### src/rtl/clock_div_bank.sv
// Bank of programmable clock dividers with per-channel period/high-time and glitch-free
// reconfiguration: new settings take effect only at a period boundary, on sync, or while disabled.
module clock_div_bank #(
    parameter int unsigned N_CH       = 3,
    parameter int unsigned CNT_W      = 16,
    parameter int unsigned DEF_PERIOD = 12500,
    localparam int unsigned CH_W      = (N_CH > 1) ? $clog2(N_CH) : 1
) (
    input  logic             clk,
    input  logic             rst,
    input  logic             cfg_we,
    input  logic [CH_W-1:0]  cfg_ch,
    input  logic [CNT_W-1:0] cfg_period,
    input  logic [CNT_W-1:0] cfg_high,
    input  logic             cfg_en,
    input  logic             sync,
    output logic [N_CH-1:0]  clk_out,
    output logic [N_CH-1:0]  tick,
    output logic [N_CH-1:0]  pending,
    output logic             cfg_err
);

    localparam logic [CNT_W-1:0] DefPeriod = CNT_W'(DEF_PERIOD);
    localparam logic [CNT_W-1:0] DefHigh   = CNT_W'(DEF_PERIOD / 2);
    localparam logic [CNT_W-1:0] CntOne    = CNT_W'(1);
    localparam logic [CNT_W-1:0] MinPeriod = CNT_W'(2);

    // Active and shadow configuration per channel
    logic [CNT_W-1:0] act_p_q [N_CH];
    logic [CNT_W-1:0] act_p_d [N_CH];
    logic [CNT_W-1:0] act_h_q [N_CH];
    logic [CNT_W-1:0] act_h_d [N_CH];
    logic [N_CH-1:0]  act_en_q, act_en_d;

    logic [CNT_W-1:0] sh_p_q [N_CH];
    logic [CNT_W-1:0] sh_p_d [N_CH];
    logic [CNT_W-1:0] sh_h_q [N_CH];
    logic [CNT_W-1:0] sh_h_d [N_CH];
    logic [N_CH-1:0]  sh_en_q, sh_en_d;

    logic [N_CH-1:0]  pend_q, pend_d;
    logic [CNT_W-1:0] ph_q [N_CH];
    logic [CNT_W-1:0] ph_d [N_CH];

    logic [N_CH-1:0]  clk_out_q, clk_out_d;
    logic [N_CH-1:0]  tick_q, tick_d;
    logic             cfg_err_q, cfg_err_d;

    // Low for the first cycle after reset so every channel starts cleanly at ph = 0
    logic             run_q;

    logic             cfg_valid;
    logic [N_CH-1:0]  running, wrap, restart, apply, wr_hit;

    always_comb begin
        cfg_valid = cfg_we && (32'(cfg_ch) < N_CH) && (cfg_period >= MinPeriod);
        cfg_err_d = cfg_we && !cfg_valid;

        running   = '0;
        wrap      = '0;
        restart   = '0;
        apply     = '0;
        wr_hit    = '0;
        act_p_d   = act_p_q;
        act_h_d   = act_h_q;
        act_en_d  = act_en_q;
        sh_p_d    = sh_p_q;
        sh_h_d    = sh_h_q;
        sh_en_d   = sh_en_q;
        pend_d    = pend_q;
        ph_d      = ph_q;
        clk_out_d = '0;
        tick_d    = '0;

        for (int unsigned i = 0; i < N_CH; i++) begin
            running[i] = run_q && act_en_q[i];
            wrap[i]    = running[i] && (ph_q[i] >= act_p_q[i] - CntOne);
            restart[i] = running[i] && (wrap[i] || sync);
            // A running channel only swaps config at a boundary; an idle one swaps at once
            apply[i]   = pend_q[i] && (restart[i] || !running[i]);
            wr_hit[i]  = cfg_valid && (cfg_ch == CH_W'(i));

            if (apply[i]) begin
                act_p_d[i]  = sh_p_q[i];
                act_h_d[i]  = sh_h_q[i];
                act_en_d[i] = sh_en_q[i];
                pend_d[i]   = 1'b0;
            end

            // Uses the prior shadow for any apply above; the new write waits for the next one
            if (wr_hit[i]) begin
                sh_p_d[i]  = cfg_period;
                sh_h_d[i]  = cfg_high;
                sh_en_d[i] = cfg_en;
                pend_d[i]  = 1'b1;
            end

            if (!act_en_d[i] || !running[i] || restart[i]) begin
                ph_d[i] = '0;
            end else begin
                ph_d[i] = ph_q[i] + CntOne;
            end

            // Registered together with ph so each output bit comes straight from a flop
            tick_d[i]    = act_en_d[i] && (ph_d[i] == '0);
            clk_out_d[i] = act_en_d[i] && (ph_d[i] < act_h_d[i]);
        end
    end

    always_ff @(posedge clk) begin
        if (rst) begin
            run_q     <= 1'b0;
            act_en_q  <= '1;
            sh_en_q   <= '1;
            pend_q    <= '0;
            clk_out_q <= '0;
            tick_q    <= '0;
            cfg_err_q <= 1'b0;
            for (int unsigned i = 0; i < N_CH; i++) begin
                act_p_q[i] <= DefPeriod;
                act_h_q[i] <= DefHigh;
                sh_p_q[i]  <= DefPeriod;
                sh_h_q[i]  <= DefHigh;
                ph_q[i]    <= '0;
            end
        end else begin
            run_q     <= 1'b1;
            act_p_q   <= act_p_d;
            act_h_q   <= act_h_d;
            act_en_q  <= act_en_d;
            sh_p_q    <= sh_p_d;
            sh_h_q    <= sh_h_d;
            sh_en_q   <= sh_en_d;
            pend_q    <= pend_d;
            ph_q      <= ph_d;
            clk_out_q <= clk_out_d;
            tick_q    <= tick_d;
            cfg_err_q <= cfg_err_d;
        end
    end

    assign clk_out = clk_out_q;
    assign tick    = tick_q;
    assign pending = pend_q;
    assign cfg_err = cfg_err_q;

endmodule
### config.mk
export PLATFORM = sky130hd
export DESIGN_NAME = clock_div_bank
export DESIGN_NICKNAME = d
export VERILOG_FILES = /design/src/rtl/clock_div_bank.sv
export SDC_FILE = /design/constraint.sdc
export NUM_CORES = 1
export LEC_CHECK = 0
export CAP_MARGIN = 20
export CORE_MARGIN = 8
export CORE_UTILIZATION = 50
export DETAILED_ROUTE_END_ITERATION = 16
export PLACE_DENSITY_LB_ADDON = 0.05
export SETUP_SLACK_MARGIN = 0.5
export SLEW_MARGIN = 10
export SYNTH_ARGS = -nofsm -noshare
export SYNTH_HDL_FRONTEND = slang
export SYNTH_SLANG_ARGS = --single-unit
### constraint.sdc
create_clock -name clk -period 6.5 [get_ports clk]
set_clock_uncertainty 0.05 [all_clocks]
set_input_delay 1.3 -clock clk [delete_from_list [all_inputs] [get_ports clk]]
set_output_delay 1.3 -clock clk [all_outputs]
set_load 0.01 [all_outputs]
# Word level (Yosys, flattened, before mapping)
# Index checks and enable logic that the tools add are counted.
# W data, S select, Z words.
[classes]
addsub = 6
reduce_logical = 50
order_cmp = 8
n_eq_ne = 2
n_mux = 16
[ops]
columns = ["op", "count"]
rows = [
  ["$mux W16", 6],
  ["$add A16 B1 Y16 const B", 3],
  ["$ge A16 B16 Y1", 3],
  ["$logic_not A16 Y1", 3],
  ["$lt A16 B16 Y1", 3],
  ["$sub A16 B1 Y16 const B", 3],
  ["$logic_and A1 B1 Y1", 24],
  ["$ge A16 B2 Y1 const B", 1],
  ["$logic_or A1 B1 Y1", 12],
  ["$mux W1", 10],
  ["$logic_not A1 Y1", 7],
  ["$reduce_bool A2 Y1", 3],
  ["$eq A2 B1 Y1 const B", 1],
  ["$eq A2 B2 Y1 const B", 1],
  ["$logic_not A2 Y1", 1],
  ["$lt A2 B2 Y1 const B", 1],
]
[totals]
word_cells = 108
ff_bits = 257
inputBits = 39

# Depth between registers and ports, before layout
# Gate-level depths: netlist (run 1).
[logic_depth]
ltp_word = 14
ltp_mapped = 25
mapped_depth_nobuf = 23

# Worst setup path after synthesis (run 1)
# OpenSTA, ideal clock, no wires.
[synth_timing]
kind = "reg2reg"
startpoint = "register act_p_q[2] in the netlist's numbering"
endpoint = "register clk_out_q[2], in the netlist clk_out[2]"
setup_ns = 0.091
required_ns = 6.359
arrival_ns = 4.414
stages_incl_launch_ff = 24
path_slack_ns = 1.945
cell_sequence = "dfxtp_1 > nor2_1 > nand3_1 > nor4_1 > nand2_1 > or2_2 > nor2_1 > xnor2_1 > ha_1 > a21oi_2 > o21ai_2 > a2111oi_4 > a211oi_2 > o21ai_2 > buf_2 > mux2i_1 > ha_1 > a21oi_1 > nor2_1 > a211oi_1 > o31ai_1 > nor3_1 > o21ai_0 > a311oi_1"
[synth_between]
elab_chain_cells = 14
elab_cells_between_ends = 15
cone_classes = "add/sub: 1; order compare: 2; mux: 3; reduce/logical: 9"
[synth_rtl]
columns = ["element", "line", "source"]
rows = [
  ["start: declaration", "29", "logic [CNT_W-1:0] act_p_q [N_CH];"],
  ["start signal: indexed assignment", "120", "act_p_q[i] <= DefPeriod;"],
  ["start signal: assignment", "128", "act_p_q <= act_p_d;"],
  ["$sub A16 B1 Y16 *", "77", "wrap[i] = running[i] && (ph_q[i] >= act_p_q[i] - CntOne);"],
  ["$ge A16 B16 Y1 *", "77", ""],
  ["$logic_and A1 B1 Y1 *", "77", ""],
  ["$logic_or A1 B1 Y1 *", "78", "restart[i] = running[i] && (wrap[i] || sync);"],
  ["$logic_and A1 B1 Y1 *", "78", ""],
  ["$logic_or A1 B1 Y1", "80", "apply[i] = pend_q[i] && (restart[i] || !running[i]);"],
  ["$logic_and A1 B1 Y1", "80", ""],
  ["$mux W1", "83", "if (apply[i]) begin"],
  ["$logic_not A1 Y1", "98", "if (!act_en_d[i] || !running[i] || restart[i]) begin"],
  ["$logic_or A1 B1 Y1 (2 in series)", "98", ""],
  ["$mux W16", "98", ""],
  ["$lt A16 B16 Y1", "106", "clk_out_d[i] = act_en_d[i] && (ph_d[i] < act_h_d[i]);"],
  ["$logic_and A1 B1 Y1 *", "106", ""],
  ["end signal: assignment", "136", "clk_out_q <= clk_out_d;"],
  ["end: declaration", "45", "logic [N_CH-1:0] clk_out_q, clk_out_d;"],
]
# Every way passes the cells marked *; elsewhere a longest branch is shown, timed or not.
# A chain may end at the register's enable or synchronous reset.

# Worst setup path after layout (run 1)
[layout_timing]
startpoint = "register act_p_q[34] in the netlist's numbering"
endpoint = "register clk_out_q[0], in the netlist clk_out[0]"
# Same word-level chain as after synthesis.

==> results.sh, run 1 <==
export IMPL_cts_setup_buffers=0
export IMPL_cts_sinks=257
export IMPL_finalInstanceArea_sq_um=14400
export IMPL_postSynthCellCount=1538
export IMPL_num_vias=10600
export IMPL_cp_end_kind="flip-flop"
export IMPL_wl_microns=34000
export IMPL_wl_per_cell_microns=17.8
export IMPL_drt_initial_drc_count=719
export IMPL_fp_dieH_microns=175
export IMPL_antenna_found_initial=0
export IMPL_gp_congestion=0.881
export IMPL_drc=0
export IMPL_tns_ps=0
export IMPL_fin_crit_sh=0.822
export IMPL_synth_common_cells="nand2_1, dfxtp_1, nor2_1"
export IMPL_die_x_microns=175
export IMPL_cts_max_level=1
export IMPL_finalSetupViolCount=0
export IMPL_dr_pass1_iters=5
export IMPL_period_minus_slack_ps=5340
export IMPL_grt_pass1_wl_microns=54700
export IMPL_synth_edf_count=0
export IMPL_ys_ff_latch=257
export IMPL_synth_area_per_cell_sq_um=8.18
export IMPL_powerDensity_nw_per_um2=250
export IMPL_synth_distinct_cells=63
export IMPL_grt_max_degree=85
export IMPL_yosysTopAreaCellShare=0.409
export IMPL_worst_pin_slew_ps=972
export IMPL_ys_top_cells_by_area="dfxtp_1, ha_1, nand2_1"
export IMPL_p_seq_frac=0.456
export IMPL_startpoint_type="flip-flop"
export IMPL_dp_final_hpwl_microns=24500
export IMPL_dpl_cell_area_sq_um=13300
export IMPL_area_growth_pct=14.3
export IMPL_start_util=0.504
export IMPL_cts_tree="yes"
export IMPL_ys_warn_count=0
export IMPL_hold_viol_final=0
export IMPL_worstHoldPathType="flip-flop to flip-flop"
export IMPL_detail_route_antenna_nets=0
export IMPL_antenna_cells=0
export IMPL_synth_area_leader_cell="dfxtp_1"
export IMPL_p_switching_w=0.000801
export IMPL_power_frac_comb=0.057
export IMPL_dieArea_sq_um=30500
export IMPL_clock_latency_ps=540
export IMPL_syn_area_sq_um=12600
export IMPL_cts_root_buffer="clkbuf_16"
export IMPL_drive_gt1_frac=0.0569
export IMPL_crit_type="flip-flop to flip-flop"
export IMPL_place_ws_ps=1230
export IMPL_cts_path_max_buffers=3
export IMPL_vias_per_cell=5.53
export IMPL_ys_seq_area_frac=0.409
export IMPL_postLayoutSetupSlackWorst_ps=1160
export IMPL_intPower_w=0.00279
export IMPL_port_buffers=48
export IMPL_relSlewSlack=0.352
export IMPL_clkPwrFrac=0.487
export IMPL_async_flop_share=0
export IMPL_rows=58
export IMPL_clk_pin_slew_ps=60
export IMPL_fin_nets=1697
export IMPL_core_area_sq_um=25000
export IMPL_fmax_mhz=187
export IMPL_grt_util_all_layers=0.219
export IMPL_yosysMostFrequentCell="nand2_1"
export IMPL_maxCapViolCount=0
export IMPL_hold_buffers=0
export IMPL_arrival_ps=5710
export IMPL_cts_resized=0
export IMPL_synthesis_nets=1676
export IMPL_drv_slew=0
export IMPL_cts_buffers_inserted=29
export IMPL_leakage_nw=5.97
export IMPL_vdd_ir_drop_max_v=0.000260
export IMPL_num_io_pins=49
export IMPL_swShare=0.223
export IMPL_path_max_fanout=22
export IMPL_required_ps=6860
export IMPL_status="finished, final reports clean"
export IMPL_grt_pass1_vias=10200
export IMPL_synthFlopType="dfxtp_1"
export IMPL_rsz0062_at_grt="no"
export IMPL_grt_ovfl_total=0
-- metrics by stage --
stage,std cells,hold slack (ps),power [W],util
final,1911,403,0.00359,0.576
after global routing,1911,425,0.00372,0.576
after CTS,1910,406,0.00362,0.576
after detailed placement,1857,398,0.00188,0.535
after global placement,1856,393,0.00187,0.534
after floorplan,1538,382,0.00178,-
-- layout make-up --
| type | count | area (sq um) |
|---|---|---|
| multi-input cells | 1179 | 7070 |
| repair buffers | 68 | 636 |
| inverters | 24 | 90.1 |
| clock buffers | 38 | 800 |
| fillers | 2315 | 10600 |
| well taps | 330 | 413 |
| clock inverters | 15 | 236 |
| flip-flops and latches | 257 | 5140 |
-- flip-flops by register name (all words and copies together), names as in the netlist --
signal	cells
act_en_q	3
act_h_q	48
act_p_q	48
cfg_err	1
clk_out	3
pending	3
ph_q	48
run_q	1
sh_en_q	3
sh_h_q	48
sh_p_q	48
tick	3
-- placed cells by master, fill, tap and decap left out, types with 5 or more instances in the layout --
master,netlist,routed
a21o_1,8,8
a21oi_1,110,110
and2_1,6,6
and3_1,6,6
buf_4,1,20
bufinv_16,0,6
clkbuf_1,65,5
clkbuf_16,0,29
clkdlybuf4s50_1,0,47
clkinv_2,0,6
dfxtp_1,257,257
ha_1,99,99
inv_1,24,23
mux2i_1,65,65
nand2_1,327,327
nand2b_1,5,5
nand3_1,105,105
nand3b_1,5,5
nand4_1,27,27
nor2_1,169,169
nor2b_1,5,5
nor3_1,36,35
nor4_1,17,17
o21a_1,5,5
o21ai_0,28,28
or2_2,5,5
xnor2_1,50,50
xor2_1,34,34
-- path summary, 6_finish.rpt --
| path | start | to | slack [ps] | cells past startpoint |
|---|---|---|---|---|
| max | act_p_q[34] | clk_out[0] | 1160 | 22 |
| min | sh_h_q[31] | sh_h_q[31] | 400 | 2 |
| max reg2reg | act_p_q[34] | clk_out[0] | 1160 | 22 |
| min reg2reg | sh_h_q[31] | sh_h_q[31] | 400 | 2 |
-- logic make-up after synthesis --
family	count (synthesis)	share of synthesized area
mux	67	0.0535
flops	257	0.409
compound gates	196	0.0938
simple gates	733	0.255
buf+inv	102	0.0322
fa+ha+maj	99	0.0984
xor+xnor	84	0.0584
-- metal layers --
layer,up-vias,global-route usage,routed length [microns]
met1,4996,0.298,16100
met5,-,0,0
met4,0,0.0484,469
li1,5318,-,-
met3,43,0.0276,1570
met2,213,0.363,15900
-- critical path, cell delays in order (launching register included) --
cell,delay [ps]
dfxtp_1,350
nor3_1,280
nand2b_1,160
nor4_1,280
nand2_1,130
or2_2,310
nor4_1,240
xnor2_1,170
ha_1,260
a21oi_1,130
o21ai_0,100
nor4b_1,270
o21ai_1,110
buf_4,210
nand2_1,630
mux2i_1,220
ha_1,350
nand4_1,110
or2_2,300
nor2_1,140
nand4_1,110
a221oi_1,220
nor4_1,80
-- power by group through the flow --
| stage | clock (W) | combinational (W) | sequential, W |
|---|---|---|---|
| 4_1_cts | 0.00178 | 0.000205 | 0.00164 |
| 3_3_place_gp | 0 | 0.000201 | 0.00167 |
| 5_1_grt | 0.00185 | 0.000224 | 0.00164 |
| 2_1_floorplan | 0 | 0.000117 | 0.00166 |
| 3_5_place_dp | 0 | 0.000204 | 0.00167 |
| 6_report | 0.00175 | 0.000205 | 0.00164 |
Note: power is estimated with default switching activity, not from simulation.
==> inputs of run 2 (changes only) <==
- clock period: 6.5 -> 5.2 ns (I/O delays scaled with it)
==> results.sh, run 2 (synthesis gave the netlist of run 1 again) <==
export IMPL_status="finished, final reports clean"
export IMPL_leakage_nw=6.08
export IMPL_drt_initial_drc_count=767
export IMPL_dpl_cell_count=1859
export IMPL_dieArea_sq_um=30500
export IMPL_startpoint_type="flip-flop"
export IMPL_min_to="sh_p_q[16]"
export IMPL_clk_pin_slew_ps=60
export IMPL_intPower_w=0.00358
export IMPL_worstHoldStart="sh_p_q[16]"
export IMPL_drc=0
export IMPL_dp_final_hpwl_microns=24700
export IMPL_grt_pass1_wl_microns=55000
export IMPL_rsz0062_at_grt="yes"
export IMPL_area_growth_pct=19.9
export IMPL_start_util=0.504
export IMPL_dpl_cell_area_sq_um=13400
export IMPL_grt_ovfl_total=0
export IMPL_swShare=0.226
export IMPL_fin_crit_sh=0.881
export IMPL_whs_path_depth=2
export IMPL_utilization=0.605
export IMPL_worstHoldPathType="flip-flop to flip-flop"
export IMPL_antenna_cells=0
export IMPL_drv_slew=0
export IMPL_finalSetupViolCount=0
export IMPL_cts_sinks=257
export IMPL_grt_max_degree=73
export IMPL_num_io_pins=49
export IMPL_port_buffers=48
export IMPL_power_frac_comb=0.058
export IMPL_finalInstanceArea_sq_um=15100
export IMPL_hold_viol_final=0
export IMPL_tns_ps=0
export IMPL_grt_util_all_layers=0.219
export IMPL_r2r_cells=22
export IMPL_cp_end_kind="flip-flop"
export IMPL_crit_type="flip-flop to flip-flop"
export IMPL_cts_path_max_buffers=3
export IMPL_worst_pin_slew_ps=887
export IMPL_rrSetupSlack_ps=620
export IMPL_vias_per_cell=5.52
export IMPL_cts_tree="yes"
export IMPL_p_switching_w=0.00104
export IMPL_path_max_fanout=8
export IMPL_detail_route_antenna_nets=0
export IMPL_required_ps=5580
export IMPL_clkPwrFrac=0.498
export IMPL_maxCapViolCount=0
export IMPL_p_seq_frac=0.444
export IMPL_layout_cells_non_filler=1932
export IMPL_die_x_microns=175
export IMPL_rows=58
export IMPL_powerDensity_nw_per_um2=306
export IMPL_vdd_ir_drop_max_v=0.000242
export IMPL_dr_pass1_iters=5
export IMPL_drive_gt1_frac=0.103
export IMPL_period_minus_slack_ps=4580
export IMPL_arrival_ps=4960
export IMPL_clock_latency_ps=550
export IMPL_gp_congestion=0.877
export IMPL_fillCellCount=2306
export IMPL_wl_microns=34600
export IMPL_cts_buffers_inserted=28
export IMPL_rr_startpoint="act_p_q[36]"
export IMPL_num_vias=10700
export IMPL_antenna_found_initial=0
export IMPL_cts_root_buffer="clkbuf_16"
export IMPL_relSlewSlack=0.406
export IMPL_fp_dieH_microns=175
export IMPL_grt_pass1_vias=10200
export IMPL_final_common_cell="nand2_1"
export IMPL_final_cell_mix="nand2_1, dfxtp_1, nor2_1"
export IMPL_core_area_sq_um=25000
export IMPL_wl_per_cell_microns=17.9
export IMPL_fin_nets=1718
export IMPL_fmax_mhz=218
export IMPL_r2r_end="clk_out[0]"
export IMPL_fin_hold_ws_ps=405
export IMPL_cts_max_level=1
[run 2: changes by cell type in the layout (fill, tap and decap cells not counted), sizes merged]
cell / change
buf: +20
bufinv: +2
clkbuf: -1
clkinv: +1
inv: -1
[run 2: how the worst max path moves through the flow]
stage,to,slack [ps],start,cells past startpoint
floorplan,clk_out[2],650,act_p_q[2],23
finish,clk_out[0],620,act_p_q[36],22
CTS,clk_out[0],430,act_p_q[34],22
global placement,clk_out[0],290,act_p_q[34],22
global route,clk_out[0],340,act_p_q[36],22
detailed placement,clk_out[0],240,act_p_q[34],22
[run 2: layer usage]
metal | track usage | routed length, microns
met1 | 0.303 | 16200
met4 | 0.0586 | 721
met2 | 0.354 | 15900
met3 | 0.0270 | 1780
met5 | 0 | 0
[run 2: worst max-delay path, cell delays in order (launching register included)]
cell      delay [ps]
dfxtp_4          360
nor3_4           190
nand2b_1         140
nor4_2           280
nand2_1          120
or2_4            290
nor4_4           220
xnor2_1          130
ha_1             340
a21oi_2          130
o21ai_1           80
nor4b_2          280
o21ai_2          120
nand2_2          140
buf_12           190
mux2i_4          310
ha_4             160
nand4_1          100
or2_4            240
nor2_2           110
nand4_1          120
a221oi_2         250
nor4_2            90
[run 2: final cells by class]
cell class,instances,area (sq um),share of cell area
flip-flops and latches,257,5150,0.341
multi-input cells,1179,7470,0.495
clock buffers,35,777,0.0515
repair buffers,90,878,0.0582
well taps,330,413,0.0274
clock inverters,17,312,0.0206
inverters,24,90.1,0.00597
[run 2: timing repair]
item / in CTS / in global routing
resized for setup: 11 / 83
hold buffers: 0 / 0
setup buffers: 0 / 18
endpoints found under the setup margin: 3 / 3
gates cloned: 0 / 2
pin swaps: 0 / 29
[run 2: stage by stage]
step           setup WS, ps  total power, W
5_1_grt                 336         0.00477
6_report                620         0.00462
2_1_floorplan           645         0.00222
3_3_place_gp            292         0.00234
4_1_cts                 431         0.00463
3_5_place_dp            238         0.00234
[run 2: power by group through the flow]
| stage | clock network, W | logic [W] | registers [W] |
|---|---|---|---|
| final | 0.00230 | 0.000266 | 0.00205 |
| after CTS | 0.00233 | 0.000252 | 0.00205 |
| after detailed placement | 0 | 0.000250 | 0.00209 |
| after global routing | 0.00242 | 0.000292 | 0.00206 |
| after global placement | 0 | 0.000248 | 0.00209 |
| after floorplan | 0 | 0.000146 | 0.00208 |
==> inputs of run 3 (changes only) <==
- CTS_BUF_LIST: unset -> sky130_fd_sc_hd__clkbuf_16
- CTS_CLUSTER_DIAMETER: unset -> 100
==> results.sh, run 3 (synthesis gave the netlist of run 1 again) <==
export IMPL_grt_max_degree=73
export IMPL_hold_buffers=0
export IMPL_drv_slew=0
export IMPL_cts_buffers_inserted=28
export IMPL_cp_end_kind="flip-flop"
export IMPL_clock_latency_ps=550
export IMPL_path_max_fanout=8
export IMPL_vias_per_cell=5.51
export IMPL_fmax_mhz=219
export IMPL_wl_per_cell_microns=17.9
export IMPL_antenna_found_initial=0
export IMPL_slowest_delay_ps=360
export IMPL_worst_pin_slew_ps=872
export IMPL_leakage_nw=6.06
export IMPL_grt_pass1_wl_microns=55000
export IMPL_dp_final_hpwl_microns=24700
export IMPL_cts_root_buffer="clkbuf_16"
export IMPL_grt_util_all_layers=0.219
export IMPL_antenna_cells=0
export IMPL_startpoint_type="flip-flop"
export IMPL_core_area_sq_um=25000
export IMPL_fillCellCount=2312
export IMPL_finalInstanceArea_sq_um=15000
export IMPL_drc=0
export IMPL_dr_pass1_iters=7
export IMPL_dpl_cell_area_sq_um=13400
export IMPL_final_common_cell="nand2_1"
export IMPL_clk_pin_slew_ps=60
export IMPL_rsz0062_at_grt="yes"
export IMPL_slowest_stage="dfxtp_4"
export IMPL_num_vias=10600
export IMPL_vdd_ir_drop_max_v=0.000232
export IMPL_drt_initial_drc_count=733
export IMPL_port_buffers=48
export IMPL_num_io_pins=49
export IMPL_crit_chain="nor3_4 > nand2b_1 > nor4_2 > nand2_1 > or2_4 > nor4_4 > xnor2_1 > ha_1 > a21oi_2 > o21ai_1 > nor4b_2 > o21ai_2 > nand2_2 > buf_12 > mux2i_4 > ha_4 > nand4_1 > or2_4 > nor2_2 > nand4_1 > a221oi_2 > nor4_2"
export IMPL_maxCapViolCount=0
export IMPL_detail_route_antenna_nets=0
export IMPL_period_minus_slack_ps=4570
export IMPL_hold_viol_final=0
export IMPL_required_ps=5580
export IMPL_final_cell_mix="nand2_1, dfxtp_1, nor2_1"
export IMPL_cts_max_level=1
export IMPL_relSlewSlack=0.415
export IMPL_status="finished, final reports clean"
export IMPL_cts_path_max_buffers=3
export IMPL_finalSetupViolCount=0
export IMPL_powerDensity_nw_per_um2=302
export IMPL_grt_ovfl_total=0
export IMPL_dieArea_sq_um=30500
export IMPL_fp_dieH_microns=175
export IMPL_tns_ps=0
export IMPL_gp_congestion=0.877
export IMPL_crit_type="flip-flop to flip-flop"
export IMPL_worstHoldPathType="flip-flop to flip-flop"
export IMPL_grt_pass1_vias=10200
export IMPL_area_growth_pct=19.4
export IMPL_arrival_ps=4950
export IMPL_cts_tree="yes"
export IMPL_cts_sinks=257
export IMPL_start_util=0.504
export IMPL_die_x_microns=175
export IMPL_fin_nets=1718
export IMPL_rows=58
export IMPL_wl_microns=34500
export IMPL_fin_crit_sh=0.879
export IMPL_drive_gt1_frac=0.0999
-- run 3: cell types whose count changed in the layout (fill, tap and decap cells not counted) --
| cell | change |
|---|---|
| nor4_2 | +1 |
| inv_1 | +2 |
| clkbuf_8 | -5 |
| nor4_4 | -1 |
| clkbuf_1 | -2 |
| clkinv_1 | +5 |
-- run 3: final timing paths --
check	startpoint	to	slack (ps)	cells after the start
worst max-delay path	act_p_q[36]	clk_out[0]	630	22
worst min-delay path	sh_p_q[19]	sh_p_q[19]	410	2
worst max register to register	act_p_q[36]	clk_out[0]	630	22
worst min register to register	sh_p_q[19]	sh_p_q[19]	410	2
-- run 3: worst max-delay path: cells and delay by family, from the launching register on --
kind | cells | cell delay [ps]
muxes | 1 | 300
AOI/OAI and AO/OA | 4 | 580
and+or+nand+nor | 13 | 2320
adders and majority gates | 2 | 500
buffers and inverters | 1 | 190
DFF | 1 | 360
xor gates and xnor gates | 1 | 130
-- run 3: cell type report --
type,instances,area (sq um),share of cell area
clock inverter,24,338,0.0225
clock buffer,28,701,0.0466
sequential,257,5150,0.343
tap,330,413,0.0275
inverter,24,90.1,0.00599
multi-input combinational,1179,7460,0.496
timing repair buffer,90,878,0.0584
-- run 3: per-stage QoR --
| stage | util | setup slack [ps] | hold WS [ps] | power (W) | std cells |
|---|---|---|---|---|---|
| 6_report | 0.602 | 629 | 406 | 0.00454 | 1932 |
| 5_1_grt | 0.602 | 336 | 424 | 0.00469 | 1932 |
| 4_1_cts | 0.579 | 431 | 406 | 0.00455 | 1911 |
| 3_5_place_dp | 0.535 | 238 | 397 | 0.00234 | 1859 |
| 3_3_place_gp | 0.535 | 292 | 393 | 0.00234 | 1859 |
| 2_1_floorplan | - | 645 | 382 | 0.00222 | 1538 |
-- run 3: power by group --
group          switching (W)  total, W  internal [W]
Combinational       0.000161  0.000266      0.000105
Clock               0.000841   0.00222       0.00138
Sequential         0.0000396   0.00205       0.00201
Total                0.00104   0.00454       0.00350
-- run 3: routing by layer --
metal / GRT usage / routed length, microns
met2: 0.355 / 15900
met4: 0.0593 / 755
met5: 0 / 0
met1: 0.303 / 16400
met3: 0.0270 / 1480
-- run 3: what timing repair did --
| action | CTS | global route |
|---|---|---|
| pin swaps | 0 | 29 |
| setup buffers | 0 | 18 |
| setup endpoints to repair | 3 | 3 |
| endpoints found under the hold margin | 0 | 0 |
| gates cloned | 0 | 2 |
| gates resized for setup | 11 | 82 |
